## src/rtl/alu_arbiter.sv

```systemverilog
// Round-robin arbiter sharing one combinational ALU between two requesters.
// Latency: accept at N, ALU evaluated in N+1, response held from N+2 (3-cycle best-case throughput).
// Backpressure: req_ready only in IDLE; response held until the owner's rsp_ready, non-owner ready ignored.
module alu_arbiter #(
    parameter int WIDTH = 32
) (
    input  logic             clk,
    input  logic             rst,
    input  logic [1:0]       req_valid,
    output logic [1:0]       req_ready,
    input  logic [3:0]       req_sel_0,
    input  logic [3:0]       req_sel_1,
    input  logic [WIDTH-1:0] req_a_0,
    input  logic [WIDTH-1:0] req_a_1,
    input  logic [WIDTH-1:0] req_b_0,
    input  logic [WIDTH-1:0] req_b_1,
    output logic [1:0]       rsp_valid,
    input  logic [1:0]       rsp_ready,
    output logic [WIDTH-1:0] rsp_result,
    output logic             rsp_zero,
    output logic             busy,
    output logic [3:0]       alu_sel,
    output logic [WIDTH-1:0] alu_a,
    output logic [WIDTH-1:0] alu_b,
    input  logic [WIDTH-1:0] alu_result,
    input  logic             alu_zero
);

    // Selection code that makes the shared ALU forward operand a.
    localparam logic [3:0] ALU_PASS = 4'hF;

    localparam logic [1:0] S_IDLE = 2'd0;
    localparam logic [1:0] S_EXEC = 2'd1;
    localparam logic [1:0] S_RESP = 2'd2;

    logic [1:0]       state_q, state_d;
    logic             last_q, last_d;
    logic             owner_q, owner_d;
    logic             busy_q, busy_d;
    logic [3:0]       sel_q, sel_d;
    logic [WIDTH-1:0] a_q, a_d;
    logic [WIDTH-1:0] b_q, b_d;
    logic [WIDTH-1:0] res_q, res_d;
    logic             zero_q, zero_d;

    logic             grant_idx;
    logic             accept;

    // On a tie the requester that did not win last time is served.
    always_comb begin
        grant_idx = (req_valid == 2'b11) ? ~last_q : req_valid[1];
        req_ready = 2'b00;
        if (rst && (state_q == S_IDLE) && (req_valid != 2'b00)) begin
            req_ready = grant_idx ? 2'b10 : 2'b01;
        end
        accept = |(req_valid & req_ready);
    end

    always_comb begin
        rsp_valid = 2'b00;
        if (rst && (state_q == S_RESP)) begin
            rsp_valid = owner_q ? 2'b10 : 2'b01;
        end
    end

    always_comb begin
        state_d = state_q;
        last_d  = last_q;
        owner_d = owner_q;
        sel_d   = sel_q;
        a_d     = a_q;
        b_d     = b_q;
        res_d   = res_q;
        zero_d  = zero_q;
        case (state_q)
            S_IDLE: begin
                if (accept) begin
                    state_d = S_EXEC;
                    owner_d = grant_idx;
                    last_d  = grant_idx;
                    sel_d   = grant_idx ? req_sel_1 : req_sel_0;
                    a_d     = grant_idx ? req_a_1   : req_a_0;
                    b_d     = grant_idx ? req_b_1   : req_b_0;
                end
            end
            S_EXEC: begin
                state_d = S_RESP;
                res_d   = alu_result;
                zero_d  = alu_zero;
                sel_d   = ALU_PASS;
            end
            S_RESP: begin
                if (rsp_ready[owner_q]) begin
                    state_d = S_IDLE;
                end
            end
            default: begin
                state_d = S_IDLE;
                sel_d   = ALU_PASS;
            end
        endcase
        busy_d = (state_d == S_EXEC) || (state_d == S_RESP);
    end

    always_ff @(posedge clk) begin
        if (!rst) begin
            state_q <= S_IDLE;
            last_q  <= 1'b1;
            owner_q <= 1'b0;
            busy_q  <= 1'b0;
            sel_q   <= ALU_PASS;
            a_q     <= '0;
            b_q     <= '0;
            res_q   <= '0;
            zero_q  <= 1'b0;
        end else begin
            state_q <= state_d;
            last_q  <= last_d;
            owner_q <= owner_d;
            busy_q  <= busy_d;
            sel_q   <= sel_d;
            a_q     <= a_d;
            b_q     <= b_d;
            res_q   <= res_d;
            zero_q  <= zero_d;
        end
    end

    assign busy       = busy_q;
    assign alu_sel    = sel_q;
    assign alu_a      = a_q;
    assign alu_b      = b_q;
    assign rsp_result = res_q;
    assign rsp_zero   = zero_q;

`ifndef SYNTHESIS
    always_ff @(posedge clk) begin
        if (rst) begin
            assert ($onehot0(req_ready));
            assert ($onehot0(rsp_valid));
        end
    end
`endif

endmodule

```

## config.mk

```make
export PLATFORM = sky130hd
export DESIGN_NAME = alu_arbiter
export DESIGN_NICKNAME = d
export VERILOG_FILES = /design/src/rtl/alu_arbiter.sv
export SDC_FILE = /design/constraint.sdc
export NUM_CORES = 1
export LEC_CHECK = 0
export ABC_AREA = 1
export CORE_MARGIN = 8
export CORE_UTILIZATION = 38
export DETAILED_ROUTE_END_ITERATION = 12
export PLACE_DENSITY = 0.83
export SYNTH_ARGS = -nofsm -noshare
export SYNTH_HDL_FRONTEND = slang
export SYNTH_SLANG_ARGS = --single-unit
```

## constraint.sdc

```tcl
create_clock -name clk -period 1.6 [get_ports clk]
set_input_delay 0.4 -clock clk [delete_from_list [all_inputs] [get_ports clk]]
set_output_delay 0.4 -clock clk [all_outputs]
set_load 0.02 [all_outputs]
```

==> results.md, run 1 <==
- Width of the die: ~130 um
- WHS Endpoint: alu_a[2]
- Met3 wire len: between 2000 and 2500 um
- Crit path cell chain: dlygate4sd2_1 -> buf_4 -> nand2_2 -> nand2_2 -> inv_4 -> nand2_2 -> inv_2 -> buf_6
- Status: finished with violations
- Clock slew seen by the registers of the worst setup and hold paths: approximately 70 ps
- Worst slew margin: 0.642
- DP Wirelength: approximately 13000 um
- Worst skew pair latency: ~340 ps
- Synthesized cell area: 4650 um^2
- Clock Skew: approximately 3.6 ps
- Worst vdd ir: roughly 0.84 mV
- Synth Area in Simple Gates: 0.385
- Top-count cell post-synth: nand2_1
- FF-to-FF setup slack: roughly 20 ps
- Htree depth: 3
- Final Util: 0.657
- Iter 0 DRT Violations: around 340
- Failing checks: setup timing
- Worst endpoint required time: about 1200 ps
- Setup TNS: -119 ps
- Port-buffer cells: 280
- TritonCTS clock tree: done
- Yosys top cell area share: 0.456
- # IOs: roughly 280
- Site Rows: 40
- Post-synth top cells: 289 x nand2_1, 106 x dfxtp_1, 81 x nand3_1
- Max Used Layer: met5
- Setup ws final: -61.8 ps
- Crit path capture type: output pin
- # DRC: 0
- WHS Path Cells: 2
- Origin of the critical flop-to-flop path: state_q[0]
- Max Transition Viols Final: 0
- DIE AREA: 16000 um^2
- Least-Margin Pin Slew: about 540 ps
- Warnings, synthesis: 0
- Worst EP arrival: 1260 ps
- Post-synth top area cell: dfxtp_1
- Adder-Cell Fraction of Synth Area: 0
- Diode count: 0
- Ys flop type: dfxtp_1
- Post-DR vias/cell: around 5
- RSZ-0062 raised after global routing: true
- Final Routed Wirelength: around 18000 um
- DIE HEIGHT: 127 um
- Sequential area share after synthesis: 0.456
- Number of synthesized flops with an enable pin: 0
- Reg2Reg Capture Point: alu_sel[2]
- # hold bufs at CTS: 0
- Most used cell, CP: nand2_2
- Total number of vias: approximately 5500
- Max FO, Critical Path: 4
- Share of layout cells above drive strength 1: 0.0735
- Layout Nets: 1150
- Clock tree buffer depth: 2
- Seq cells post-synth: roughly 110
- DRT Pass-1 Iters: 6
- Overflow after GRT: 0
- Global-route wire length before repair: ~28000 um
- Mean Syn Cell Area: between 6 and 7 um^2
- Proportion of synthesized area in mux cells: 0
- Min Tclk post-route: ~1700 ps
- Final hold vios: 0
- Vias in the first global route: between 5000 and 6000
- Power Density: between 900 and 1000 nW/um^2
- Syn Inst Count: about 700
- Slowest stage delay, CP: around 250 ps
- Tcrit/Tclk final: 1.04
- Initial antenna violation count: 1
- Sink Count: around 110
- Startpoint Class: input port
- Initial Util: 0.389
- Pin count of the biggest net entering global routing: 72
- Async SR Flop Fraction: 0
- GRT Resource Usage Total: 0.217
- Drt wl/cell: around 16 um
- Area grow syn2layout: 69.0%
- Worst path slowest cell: dlygate4sd2_1
- Num CTS Buffers: 9
- Netlist cell types: 21
- Synth Area in Compound Gates: 0.0931
- Type of the worst min-delay path: reg -> reg
- Leak Pwr: between 0.003 and 0.004 uW
- M1 WL: roughly 7200 um
- Syn nets: around 880
- Core ar.: 12000 um^2
- Synth Area in XOR/XNOR: 0
- Largest family of logic cells by synthesized area: simple AND/OR/NAND/NOR gates
- Worst R2R Path Depth: 7
- Top cells by area, synth: dfxtp_1 46%, nand2_1 23%, nand3_1 8.7%
- Antenna Nets Post-Route: 0
- DR WL met2: about 8100 um
- Critical path type: in -> out
- GPL Wtd Cong: 0.823
- # setup viols final: 2
- FMAX: ~600 MHz
- Hold Path Origin: alu_a[2]
- Max Cap Viol: 0
- Clk root buf: clkbuf_16
cells by family after synthesis:
group	Yosys count
flip-flops	106
AO/OA/AOI/OAI	86
AND/OR/NAND/NOR	444
buffers and inverters	65
cell type report:
class	instances	area, um^2
inverters	15	61.3
multi-input cells	530	2250
repair buffers	313	2970
flip-flops and latches	106	2120
clock buffers	13	260
fillers	1088	4100
clock inverters	2	12.5
well taps	147	184
worst max-delay path: cells and delay by family:
kind	cells	cell delay [ps]
buffers and inverters	5	630
AND/OR/NAND/NOR	3	220
stage by stage:
stage	setup WS [ps]	hold WS, ps	total power, uW	std cells	cell area, um^2
floorplan	13.4	473	4150	701	4650
global placement	-698	448	5320	1103	7600
detailed placement	-731	452	5340	1103	7600
CTS	-115	460	7260	1125	7820
global route	-141	473	7590	1126	7860
finish	-61.8	459	7200	1126	7860
worst max-delay path by stage:
stage                       from            to  slack, ps  cells past startpoint
floorplan           req_valid[1]  req_ready[1]         10                      6
global placement    req_valid[0]  req_ready[1]       -700                      8
detailed placement  req_valid[0]  req_ready[1]       -730                      8
CTS                   state_q[1]  req_ready[1]       -110                      6
global route          state_q[0]  req_ready[0]       -140                      5
finish              req_valid[0]  req_ready[1]        -60                      8
where the power goes:
part / internal [uW] / total [uW] / leakage [uW] / switching (uW)
registers: 2900 / 3020 / 0.000872 / 117
clock network: 1130 / 2060 / 0.000132 / 927
logic: 954 / 2120 / 0.00285 / 1170
sequential cells by signal, indices dropped and copies added, names as in the netlist:
name / flops
rsp_result: 32
owner_q: 1
rsp_zero: 1
state_q: 2
alu_b: 32
last_q: 1
busy: 1
alu_a: 32
alu_sel: 4
cell usage in the layout, fill, tap and decap left out, drive strengths merged:
| master | count |
|---|---|
| nand2 | 290 |
| clkdlybuf4s50 | 171 |
| dfxtp | 106 |
| dlygate4sd2 | 103 |
| nand3 | 82 |
| nor2 | 71 |
| a21oi | 48 |
| buf | 38 |
| o21ai | 37 |
| inv | 15 |
| clkbuf | 14 |
| nor3 | 1 |
| o211ai | 1 |
| clkinv | 1 |
| clkinvlp | 1 |
what timing repair did:
item / 4_1_cts / 5_1_grt
setup endpoints to repair: 178 / 21
gates resized for setup: 132 / 15
pin swaps: 1 / 2
buffers inserted: 7 / 1
routing by layer:
metal,vias up,track usage
met4,2,0.0814
met3,34,0.0964
met2,238,0.353
met1,2481,0.246
met5,-,0
li1,2773,-
No activity file was read; power rests on OpenSTA's default activity.
==> run 2: changes to the inputs <==
Settings changed: ABC_CLOCK_PERIOD_IN_PS set to 1600.
==> results of run 2 <==
The final DEF is identical to that of run 1; final timing and power are the same.
